## src/rtl/pipe_pkg.sv

```systemverilog
// Shared types and defaults for the EX/MEM elastic pipeline register.
// Optional perf counters in the top are enabled by EX_MEM_PERF_EN.
package pipe_pkg;

    typedef enum logic [1:0] {
        ST_EMPTY = 2'd0,
        ST_ONE   = 2'd1,
        ST_FULL  = 2'd2
    } state_t;

    localparam int unsigned CTRL_W = 4;
    localparam int unsigned DATA_W = 32;
    localparam int unsigned REG_W  = 5;

    localparam int unsigned CTRL_MEMREAD  = 0;
    localparam int unsigned CTRL_MEMTOREG = 1;
    localparam int unsigned CTRL_MEMWRITE = 2;
    localparam int unsigned CTRL_REGWRITE = 3;

    // Occupancy is fully described by the two slot valid bits.
    function automatic state_t slot_state(input logic main_v, input logic skid_v);
        if (!main_v)
            return ST_EMPTY;
        else if (!skid_v)
            return ST_ONE;
        else
            return ST_FULL;
    endfunction

endpackage

```

## src/rtl/pipe_slot.sv

```systemverilog
// One valid bit plus payload register; clear has priority over load.
module pipe_slot #(
    parameter int unsigned W = 1
) (
    input  logic         clk_i,
    input  logic         rst_n_i,
    input  logic         load_i,
    input  logic         clear_i,
    input  logic [W-1:0] d_i,
    output logic         valid_o,
    output logic [W-1:0] q_o
);

    logic         valid_q, valid_d;
    logic [W-1:0] data_q, data_d;

    // Clearing drops only the valid bit; the stale payload is harmless.
    always_comb begin
        valid_d = valid_q;
        data_d  = data_q;
        if (clear_i) begin
            valid_d = 1'b0;
        end else if (load_i) begin
            valid_d = 1'b1;
            data_d  = d_i;
        end
    end

    always_ff @(posedge clk_i or negedge rst_n_i) begin
        if (!rst_n_i) begin
            valid_q <= 1'b0;
            data_q  <= '0;
        end else begin
            valid_q <= valid_d;
            data_q  <= data_d;
        end
    end

    assign valid_o = valid_q;
    assign q_o     = data_q;

endmodule

```

## src/rtl/ex_mem_skid_reg.sv

```systemverilog
// Elastic EX/MEM register: main slot drives MEM, skid slot absorbs one beat of stall.
// Define EX_MEM_PERF_EN to add saturating stall_cnt/bubble_cnt outputs.
module ex_mem_skid_reg #(
    parameter int unsigned CTRL_W   = pipe_pkg::CTRL_W,
    parameter int unsigned DATA_W   = pipe_pkg::DATA_W,
    parameter int unsigned NUM_DATA = 2,
    parameter int unsigned REG_W    = pipe_pkg::REG_W,
    parameter int unsigned NUM_REG  = 3
) (
    input  logic                         clk,
    input  logic                         reset_n,
    input  logic                         flush,
    input  logic                         in_valid,
    output logic                         in_ready,
    input  logic [CTRL_W-1:0]            in_ctrl,
    input  logic [NUM_DATA*DATA_W-1:0]   in_data,
    input  logic [NUM_REG*REG_W-1:0]     in_reg,
    output logic                         out_valid,
    input  logic                         out_ready,
    output logic [CTRL_W-1:0]            out_ctrl,
    output logic [NUM_DATA*DATA_W-1:0]   out_data,
    output logic [NUM_REG*REG_W-1:0]     out_reg
`ifdef EX_MEM_PERF_EN
    ,
    output logic [31:0]                  stall_cnt,
    output logic [31:0]                  bubble_cnt
`endif
);

    import pipe_pkg::*;

    localparam int unsigned RW_ALL = NUM_REG * REG_W;
    localparam int unsigned DW_ALL = NUM_DATA * DATA_W;
    localparam int unsigned PW     = CTRL_W + DW_ALL + RW_ALL;

    logic          main_v, skid_v;
    logic [PW-1:0] in_pl, main_pl, skid_pl, main_d;
    logic          acc, take;
    logic          main_load, main_clr, skid_load, skid_clr;
    state_t        state;

    assign state    = slot_state(main_v, skid_v);
    assign in_ready = reset_n & (state != ST_FULL) & ~flush;
    assign acc      = in_valid & in_ready;
    assign take     = main_v & out_ready;
    assign in_pl    = {in_ctrl, in_data, in_reg};

    // Main refills from skid if occupied, else straight from EX; it empties
    // only when taken with nothing behind it. Flush wins over everything.
    assign main_d    = skid_v ? skid_pl : in_pl;
    assign main_load = ~flush & ((~main_v & acc) | (take & (skid_v | acc)));
    assign main_clr  = flush | (take & ~skid_v & ~acc);
    assign skid_load = ~flush & main_v & ~skid_v & acc & ~take;
    assign skid_clr  = flush | (take & skid_v);

    pipe_slot #(.W(PW)) u_main (
        .clk_i   (clk),
        .rst_n_i (reset_n),
        .load_i  (main_load),
        .clear_i (main_clr),
        .d_i     (main_d),
        .valid_o (main_v),
        .q_o     (main_pl)
    );

    pipe_slot #(.W(PW)) u_skid (
        .clk_i   (clk),
        .rst_n_i (reset_n),
        .load_i  (skid_load),
        .clear_i (skid_clr),
        .d_i     (in_pl),
        .valid_o (skid_v),
        .q_o     (skid_pl)
    );

    assign out_valid = main_v;
    assign out_ctrl  = main_v ? main_pl[PW-1 -: CTRL_W] : '0;
    assign out_data  = main_pl[RW_ALL +: DW_ALL];
    assign out_reg   = main_pl[RW_ALL-1:0];

`ifdef EX_MEM_PERF_EN
    logic [31:0] stall_cnt_q, stall_cnt_d;
    logic [31:0] bubble_cnt_q, bubble_cnt_d;

    always_comb begin
        stall_cnt_d  = stall_cnt_q;
        bubble_cnt_d = bubble_cnt_q;
        if (main_v && !out_ready && stall_cnt_q != '1)
            stall_cnt_d = stall_cnt_q + 32'd1;
        if (!main_v && bubble_cnt_q != '1)
            bubble_cnt_d = bubble_cnt_q + 32'd1;
    end

    always_ff @(posedge clk or negedge reset_n) begin
        if (!reset_n) begin
            stall_cnt_q  <= '0;
            bubble_cnt_q <= '0;
        end else begin
            stall_cnt_q  <= stall_cnt_d;
            bubble_cnt_q <= bubble_cnt_d;
        end
    end

    assign stall_cnt  = stall_cnt_q;
    assign bubble_cnt = bubble_cnt_q;
`endif

endmodule

```

## config.mk

```make
export PLATFORM = sky130hd
export DESIGN_NAME = ex_mem_skid_reg
export DESIGN_NICKNAME = d
export VERILOG_FILES = /design/src/rtl/pipe_pkg.sv /design/src/rtl/pipe_slot.sv /design/src/rtl/ex_mem_skid_reg.sv
export SDC_FILE = /design/constraint.sdc
export NUM_CORES = 1
export LEC_CHECK = 0
export ABC_AREA = 0
export CORE_ASPECT_RATIO = 1.5
export CORE_MARGIN = 5
export CORE_UTILIZATION = 40
export DETAILED_ROUTE_END_ITERATION = 12
export PLACE_DENSITY = 0.68
export SETUP_SLACK_MARGIN = 0.1
export SLEW_MARGIN = 20
export SYNTH_ARGS = -nofsm -noshare
export SYNTH_HDL_FRONTEND = slang
export SYNTH_SLANG_ARGS = --single-unit
```

## constraint.sdc

```tcl
create_clock -name clk -period 1.62 [get_ports clk]
set_input_delay 0.486 -clock clk [delete_from_list [all_inputs] [get_ports clk]]
set_output_delay 0.486 -clock clk [all_outputs]
set_load 0.02 [all_outputs]
```

==> run_results.csv, run 1 <==
group,metric,value,unit
outcome,status,"finished with violations",
outcome,violations,"negative setup slack",
setup_path,crit_chain,"buf_6 > and2b_2 > buf_6 > nand4bb_4 > buf_4 > clkbuf_16 > mux2_2",
finish,layout_commonest_cell,"dfrtp_1",
synth,syn_area_per_cell,15.1,um2
global_route,grt_pass1_vias,5195,
timing,skew,17.2,ps
synth,synth_top_cell_by_area,"dfrtp_1",
setup_path,path_class,"flop to flop",
power,peakVddDrop,0.671,mV
setup_path,worst_ep_arrival_time,2180,ps
synth,synth_top_area_share,51.6,%
finish,area_growth,33.4,%
power,powerDensity,1150,nW/um2
global_route,grt_pass1_wl,28100,um
clock_tree,cts_tree,"done",
placed_design,portBuffers,172,
clock_tree,path_clk_slew,70,ps
drt,avgRoutedWirePerCell,19.6,um
timing,worst_slew_pin_slew,852,ps
setup_path,ff2ff_setup_slack,-260,ps
synth,yosysSeqAreaShare,51.6,%
die,std_cell_rows,64,
synth,synth-adder-area-share,0,%
synth,synth.area.top_cells,"dfrtp_1 52%, mux2_2 26%, mux2_4 11%, buf_4 7.5%, buf_6 1.8%",
synth,synth-simple-area-share,0.799,%
placed_design,preCtsSetupSlack,-704,ps
setup_path,end_kind,"flop",
setup_path,cpMaxStageDelayCell,"dfrtp_2",
setup_path,critPathMaxFanout,9,
die,dieWidth,127,um
clock_tree,cts-root-buf,"clkbuf_16",
worst_hold_path,hold_path.class,"input port to async pin",
synth,synth_cells,541,
finish,antennaDiodeCount,0,
placed_design,place.gp.congestion,0.746,
drt,drt_iter0_markers,104,
global_route,grt_antenna_before_repair,0,
power,p_leak,0.00519,uW
synth,synthXorXnorAreaFrac,0,%
timing,slew_viol_final,0,
die,fp.dieH,185,um
die,die_area,23400,um2
synth,synth-compound-area-share,0.399,%
die,ios,173,
global_route,grt_max_degree,69,
die,fp.coreArea,20300,um2
timing,setup_violations,172,
synth,synth_top_family_by_area,"multiplexers",
global_route,grtUsageTotal,15.2,%
global_route,grt-ovfl-total,0,
timing,hold_ws,217,ps
setup_path,path_delay_family,"buffers and inverters",
clock_tree,holdBufCountCts,0,
finish,nets,774,
clock_tree,clockBufferDepth,2,
timing,fin_ws,-258,ps
timing,fmax,0.532,GHz
drt,drc,0,
finish,final_cell_mix,"166 x dfrtp_1, 126 x mux2_2, 123 x mux2_4",
setup_path,crit_top_cell,"buf_6",
clock_tree,cts-buffers-inserted,17,
setup_path,path_buf_inv,4,
finish,drive_gt1_share,62.6,%
timing,finalHoldViolations,0,
clock_tree,cts.sinks,168,
synth,muxShareOfSynthArea,37.1,%
drt,detail-route-antenna-nets,0,
setup_path,worstPathRequired,1930,ps
job,drv_cap,0,
clock_tree,ctsHtreeMaxLevel,4,
setup_path,slowest_delay,420,ps
drt,vias_per_cell,4.83,
synth,synth_cell_types,16,
synth,syn-num-nets,629,
power,finalPower,12500,uW
placed_design,dp_hpwl,11500,um
clock_tree,clock_latency,430,ps
timing,period_needed,1880,ps
setup_path,startpoint_type,"flop",
timing,rsz0062_at_grt,"yes",
synth,ys_warn_count,0,
timing,final.period_utilization,116,%
drt,dr.pass1.iters,4,
drt,num_vias,4638,
timing,relSlewSlack,43.2,%
synth,yosys_register_bits,168,
synth,syn_area,8150,um2
drt,wl,18900,um
die,initial_utilization,40.2,%
## synthesized netlist by cell type
library cell	n
buf_2	9
inv_1	1
clkbuf_1	4
buf_6	13
o21ai_0	1
mux2_2	190
buf_4	81
dfrtp_1	168
and2b_1	1
nand2_1	4
nand2b_1	1
a21oi_1	3
nand4bb_1	1
a211oi_2	1
mux2_4	59
and2_1	4
## sequential cells by signal, indices dropped and copies added (netlist names)
name            count
u_main.q_o         83
u_skid.valid_o      1
u_skid.q_o         83
u_main.valid_o      1
## cells by family (layout without fill, tap and decap cells)
| family | after synthesis | in the layout |
|---|---|---|
| AO/OA/AOI/OAI | 5 | 5 |
| buffers and inverters | 108 | 264 |
| flip-flops | 168 | 168 |
| multiplexers | 249 | 249 |
| AND/OR/NAND/NOR | 11 | 11 |
## final cells by class
cell class,instances,area (um2)
inverter,1,3.75
clock inverter,8,144
clock buffer,22,484
timing repair buffer,233,2280
sequential,168,4210
tap,264,330
multi-input combinational,265,3410
fill,1656,9390
## through the flow
stage / utilization [%] / std cells / setup TNS [ps] / instance area (um2)
3_5_place_dp: 48.2 / 899 / -103880 / 9770
6_report: 53.6 / 961 / -33370 / 10900
3_3_place_gp: 48.2 / 899 / -92870 / 9770
4_1_cts: 51.1 / 944 / -31450 / 10400
5_1_grt: 53.6 / 961 / -39810 / 10900
2_1_floorplan: - / 541 / 0 / 8190
## power breakdown
| group | leakage [uW] | switching, uW | internal (uW) | total, uW |
|---|---|---|---|---|
| clock network | 0.000312 | 1590 | 2720 | 4310 |
| registers | 0.00210 | 434 | 4960 | 5400 |
| logic | 0.00278 | 1220 | 1580 | 2800 |
## routing by layer
metal / track usage, % / routed length (um)
met1: 17.9 / 7920
met2: 26.3 / 9690
met3: 4.67 / 950
met4: 5.15 / 301
met5: 0 / 0
## timing repair
action | 4_1_cts | 5_1_grt
buffers inserted | 13 | 5
cloned | 3 | 12
pin swaps | 0 | 2
gates resized for setup | 397 | 56
endpoints found under the setup margin | 251 | 177
## final timing paths
path	from	to	depth (start not counted)
min in group clk	flush	u_main.valid_o	3
max in group asynchronous	reset_n	u_skid.q_o[19]	3
min	reset_n	u_skid.q_o[55]	2
max	u_main.valid_o	u_skid.q_o[53]	7
min reg2reg	u_skid.q_o[55]	u_skid.q_o[55]	1
max reg2reg	u_main.valid_o	u_skid.q_o[53]	7
Note: power is estimated with default switching activity, not from simulation.
==> run 2: changes to the inputs <==
--- a/config.mk
+++ b/config.mk
@@ -10,7 +10,7 @@
 export CORE_MARGIN = 5
 export CORE_UTILIZATION = 40
 export DETAILED_ROUTE_END_ITERATION = 12
-export PLACE_DENSITY = 0.68
+export PLACE_DENSITY = 0.67
 export SETUP_SLACK_MARGIN = 0.1
 export SLEW_MARGIN = 20
 export SYNTH_ARGS = -nofsm -noshare
==> run 2 against run 1 <==
  * The flow still finishes with violations (negative setup slack)
  * Sequential share of layout area up 0.61 points
  * Total power down 0.89%
  * Clock skew down 6.3 ps
  * Cell area down 1.6%
  * Register-to-register slack better by 110 ps
  * First-iteration DRC count up 59%
  * Sequential power about the same
  * Routed wire length down 1.8%
  * Worst hold slack worse by 180 ps
  * Core utilization down 0.83 points
  * Clock-buffer cell count unchanged
  * Combinational power about the same
  * Critical endpoint is now u_skid.q_o[47]
  * Largest power group unchanged
  * Highest routed layer unchanged
==> run_results.csv, run 2 (same netlist as run 1, synthesis figures left out) <==
group,metric,value,unit
outcome,status,"finished with violations",
outcome,violations,"negative setup slack",
die,ios,173,
drt,avgRoutedWirePerCell,19.6,um
die,fp.dieH,185,um
setup_path,path_class,"flop to flop",
placed_design,dpl_cell_area,9690,um2
placed_design,dp_cells,892,
power,internal_power,9100,uW
die,initial_utilization,40.2,%
timing,period_needed,1770,ps
timing,hold_ws,40.6,ps
drt,detail-route-antenna-nets,0,
clock_tree,cts-root-buf,"clkbuf_16",
die,dieWidth,127,um
finish,final_area,10700,um2
drt,drc,0,
clock_tree,clock_latency,420,ps
clock_tree,cts-buffers-inserted,17,
drt,num_vias,4606,
power,clockPowerShare,33.8,%
clock_tree,path_clk_slew,70,ps
global_route,grt_antenna_before_repair,0,
power,p_leak,0.00510,uW
drt,vias_per_cell,4.87,
clock_tree,holdBufCountCts,0,
job,drv_cap,0,
finish,antennaDiodeCount,0,
setup_path,startpoint_type,"flop",
global_route,grt_pass1_vias,5331,
power,combPwrFrac,22.6,%
power,p_switching,3290,uW
setup_path,worstPathRequired,1910,ps
timing,slew_viol_final,0,
global_route,grt-ovfl-total,0,
die,die_area,23400,um2
setup_path,end_kind,"flop",
finish,nets,757,
timing,skew,10.9,ps
worst_hold_path,hold_path.class,"input port to async pin",
timing,fin_ws,-149,ps
clock_tree,ctsHtreeMaxLevel,4,
drt,wl,18500,um
drt,drt_iter0_markers,165,
finish,seq_area,4210,um2
finish,layout_commonest_cell,"dfrtp_1",
global_route,grt_max_degree,124,
die,fp.coreArea,20300,um2
timing,relSlewSlack,48.3,%
clock_tree,cts_tree,"done",
die,std_cell_rows,64,
placed_design,portBuffers,172,
finish,stdcell_count,946,
setup_path,ff2ff_setup_slack,-150,ps
setup_path,worst_ep_arrival_time,2060,ps
finish,multi_input_area,3480,um2
global_route,grtUsageTotal,15.8,%
finish,final_cell_mix,"166 x dfrtp_1, 135 x mux2_4, 114 x mux2_2",
timing,fmax,0.565,GHz
timing,final.period_utilization,109,%
power,pwr-share-seq,43.6,%
clock_tree,cts.sinks,168,
timing,rsz0062_at_grt,"yes",
placed_design,dp_hpwl,11600,um
power,peakVddDrop,0.639,mV
power,power.share.switching,26.6,%
drt,dr.pass1.iters,4,
timing,worst_slew_pin_slew,776,ps
finish,area_growth,31.3,%
finish,fill_cells,1682,
placed_design,place.gp.congestion,0.703,
timing,setup_violations,172,
finish,drive_gt1_share,62.0,%
clock_tree,clockBufferDepth,2,
setup_path,critPathMaxFanout,9,
power,powerDensity,1160,nW/um2
timing,finalHoldViolations,0,
global_route,grt_pass1_wl,29300,um
==> run 2: cell count changes in the layout (fill, tap and decap cells not counted), sizes merged <==
| cell | previous run | this run |
|---|---|---|
| clkbuf | 32 | 24 |
| clkinv | 4 | 2 |
| bufinv | 4 | 3 |
| buf | 137 | 128 |
| dlygate4sd2 | 1 | 2 |
| clkinvlp | 0 | 4 |
| inv | 1 | 2 |
| clkdlybuf4s50 | 84 | 83 |
==> run 2: power by group through the flow <==
stage / Sequential (uW) / Combinational (uW) / Clock (uW)
2_1_floorplan: 5300 / 2160 / 0
3_5_place_dp: 5460 / 2910 / 0
3_3_place_gp: 5420 / 2850 / 0
6_report: 5400 / 2800 / 4190
4_1_cts: 5390 / 2740 / 4330
5_1_grt: 5500 / 2990 / 4510
==> run 2: stage by stage <==
| stage | total power, uW | utilization (%) | setup TNS [ps] | worst slack [ps] |
|---|---|---|---|---|
| global route | 13000 | 52.8 | -25530 | -184 |
| detailed placement | 8370 | 47.8 | -99530 | -683 |
| finish | 12400 | 52.8 | -17270 | -149 |
| global placement | 8260 | 47.8 | -90110 | -636 |
| CTS | 12500 | 51.3 | -20580 | -174 |
| floorplan | 7450 | - | 0 | 4.62 |
==> run 2: what timing repair did <==
action,CTS,global route
setup endpoints to repair,251,175
pin swaps,3,2
gates cloned,6,3
gates resized for setup,417,49
buffers inserted,7,6
==> run 2: layer usage <==
| layer | global-route usage, % | share of wire, % | up-vias |
|---|---|---|---|
| met5 | 0 | 0 | - |
| li1 | - | - | 2069 |
| met1 | 18.6 | 41 | 2401 |
| met4 | 4.98 | 1.4 | 0 |
| met3 | 4.99 | 5.7 | 16 |
| met2 | 27.5 | 52 | 120 |
==> run 2: critical path, stage by stage, from the launching register on <==
cell	delay, ps
dfrtp_4	530
buf_4	160
nand4bb_4	200
buf_12	180
buf_12	130
buf_16	140
mux2_4	300
==> run 2: path summary, 6_finish.rpt <==
check                          startpoint        endpoint  cells past startpoint
setup / recovery           u_skid.valid_o  u_skid.q_o[47]                      6
hold / removal                    reset_n  u_skid.valid_o                      2
setup reg to reg           u_skid.valid_o  u_skid.q_o[47]                      6
hold reg to reg            u_main.q_o[59]  u_main.q_o[59]                      1
max in group asynchronous         reset_n  u_skid.q_o[47]                      3
min in group clk                    flush  u_skid.valid_o                      3
==> run 2: cell type report <==
cell class / count / share of cell area, %
clock buffer: 22 / 4.43
inverter: 1 / 0.0351
clock inverter: 10 / 1.33
timing repair buffer: 216 / 19.3
multi-input combinational: 265 / 32.5
tap: 264 / 3.09
sequential: 168 / 39.3
==> run 3: changes to the inputs <==
--- a/config.mk
+++ b/config.mk
@@ -10,7 +10,8 @@
 export CORE_MARGIN = 5
 export CORE_UTILIZATION = 40
 export DETAILED_ROUTE_END_ITERATION = 12
-export PLACE_DENSITY = 0.67
+export DONT_BUFFER_PORTS = 1
+export PLACE_DENSITY = 0.55
 export SETUP_SLACK_MARGIN = 0.1
 export SLEW_MARGIN = 20
 export SYNTH_ARGS = -nofsm -noshare
==> run 3 against run 2 <==
  * Sequential share of layout area rose by 7.5 points
  * Clock power shrank 6.9%
  * Highest routed layer unchanged
  * The run ends with negative hold slack, negative setup slack left
  * Total power decreased by 9.1%
  * Cell area fell by 16%
  * Final cell count decreased by 20%
  * Register-to-register slack is essentially flat
  * Via count down 16%
  * Sequential cell count unchanged
==> run_results.csv, run 3 (same netlist as run 1, synthesis figures left out) <==
group,metric,value,unit
setup_path,rr_worst_depth,5,
power,clockPowerShare,34.6,%
global_route,grt_antenna_before_repair,0,
placed_design,preCtsSetupSlack,-165,ps
setup_path,crit_chain,"and2b_2 > a211oi_4 > buf_6 > clkbuf_16 > mux2_4",
timing,setup_violations,162,
placed_design,dp_hpwl,10400,um
die,std_cell_rows,64,
finish,nets,569,
clock_tree,ctsHtreeMaxLevel,4,
timing,finalHoldViolations,168,
drt,drc,0,
power,internal_power,8230,uW
global_route,grtUsageTotal,14.0,%
setup_path,cpMaxStageDelayCell,"dfrtp_2",
placed_design,place.gp.congestion,0.740,
finish,fill_cells,1812,
finish,area_growth,10.2,%
outcome,violations,"negative hold slack, negative setup slack",
worst_hold_path,hold_path.class,"input port to async pin",
clock_tree,cts-buffers-inserted,17,
finish,drive_gt1_share,64.6,%
power,powerDensity,1260,nW/um2
finish,antennaDiodeCount,0,
clock_tree,cts_tree,"done",
setup_path,rr_endpoint,"u_main.q_o[14]",
power,p_switching,3040,uW
power,peakVddDrop,0.626,mV
timing,slew_viol_final,0,
global_route,grt_max_degree,171,
finish,final_core_util,44.3,%
timing,rsz0062_at_grt,"yes",
die,ios,173,
timing,skew,10.2,ps
setup_path,path_class,"flop to flop",
drt,dr_wl_met2,8460,um
finish,seq_area,4210,um2
timing,hold_ws,-248,ps
die,dieWidth,127,um
power,p_leak,0.00413,uW
global_route,grt_pass1_wl,25300,um
setup_path,ff2ff_setup_slack,-140,ps
setup_path,startpoint_type,"flop",
timing,relSlewSlack,70.3,%
global_route,grt-ovfl-total,0,
drt,num_vias,3854,
finish,multi_input_area,3390,um2
setup_path,end_kind,"flop",
clock_tree,cts-root-buf,"clkbuf_16",
die,fp.dieH,185,um
setup_path,slowest_delay,440,ps
timing,worst_slew_pin_slew,445,ps
setup_path,worstPathRequired,1920,ps
drt,detail-route-antenna-nets,0,
placed_design,portBuffers,0,
global_route,grt_pass1_vias,4318,
drt,wl_met3,1600,um
finish,layout_commonest_cell,"dfrtp_1",
power,power.share.switching,27.0,%
timing,final.period_utilization,109,%
power,finalPower,11300,uW
die,die_area,23400,um2
setup_path,worst_ep_arrival_time,2070,ps
clock_tree,clock_latency,430,ps
timing,fmax,0.567,GHz
power,pwr-share-seq,53.3,%
finish,final_cell_mix,"166 x dfrtp_1, 134 x mux2_2, 115 x mux2_4",
timing,period_needed,1760,ps
die,initial_utilization,40.2,%
outcome,status,"finished with violations",
drt,drt_iter0_markers,143,
timing,fin_ws,-144,ps
setup_path,critPathMaxFanout,8,
drt,drt-met1-wl,6510,um
drt,vias_per_cell,5.08,
drt,avgRoutedWirePerCell,22.2,um
setup_path,timing.rr.start,"u_main.valid_o",
die,fp.coreArea,20300,um2
drt,dr.max_layer_used,"met4",
clock_tree,clockBufferDepth,2,
job,drv_cap,0,
power,combPwrFrac,12.1,%
drt,dr.pass1.iters,4,
clock_tree,cts.sinks,168,
clock_tree,path_clk_slew,70,ps
drt,wl,16800,um
[run 3: cell count changes in the layout (fill, tap and decap cells not counted), moves of 2 or more]
cell,previous run,this run
dlygate4sd2_1,2,0
clkbuf_16,19,22
clkdlybuf4s50_1,83,0
clkinv_4,1,3
bufinv_16,3,1
buf_12,13,10
mux2_2,114,134
buf_16,7,1
buf_6,17,7
mux2_4,135,115
buf_4,12,4
buf_2,77,0
[run 3: area by class of cell]
type	count	area share [%]
inverters	1	0.0418
well taps	264	3.68
clock inverters	10	1.07
flip-flops and latches	168	46.9
clock buffers	22	5.28
multi-input cells	265	37.7
repair buffers	28	5.31
[run 3: worst max-delay path, delay by kind of cell (launching register included)]
family	cells	cell delay (ps)
muxes	1	300
AOI/OAI and AO/OA	1	250
buffers and inverters	2	390
and+or+nand+nor	1	250
DFF	1	440
[run 3: through the flow]
step	setup TNS (ps)	instances	hold WS [ps]	area (um2)
after global placement	-11880	716	196	7940
final	-16820	758	-248	8980
after CTS	-20010	751	-281	8590
after global routing	-25100	758	-280	8980
after floorplan	0	541	190	8190
after detailed placement	-13960	716	196	7940
[run 3: timing repair]
action / in CTS / in global routing
resized for setup: 17 / 65
pin swaps: 1 / 2
setup endpoints to repair: 169 / 173
setup buffers: 2 / 1
endpoints found under the hold margin: 168 / 168
cloned: 1 / 6
[run 3: power by group through the flow]
stage                     Clock [uW]  Sequential [uW]  Combinational [uW]
after floorplan                    0             5300                2160
after global placement             0             6050                1070
after detailed placement           0             6080                1130
after CTS                       4070             6020                1150
after global routing            4240             6100                1460
final                           3900             6010                1360
[run 3: how the worst max path moves through the flow]
stage	end	slack, ps	cells after the start	from
6_report	u_main.q_o[14]	-140	5	u_main.valid_o
2_1_floorplan	u_main.q_o[12]	5	5	u_main.valid_o
3_5_place_dp	u_main.q_o[33]	-160	5	reset_n
5_1_grt	u_main.q_o[45]	-200	6	u_skid.valid_o
4_1_cts	in_ready	-160	2	u_skid.valid_o
3_3_place_gp	u_main.q_o[37]	-140	5	out_ready
[run 3: per-layer routing]
metal / vias up / track usage [%]
met1: 2031 / 15.2
met5: - / 0
li1: 1688 / -
met2: 121 / 23.7
met4: 0 / 4.89
met3: 14 / 6.84
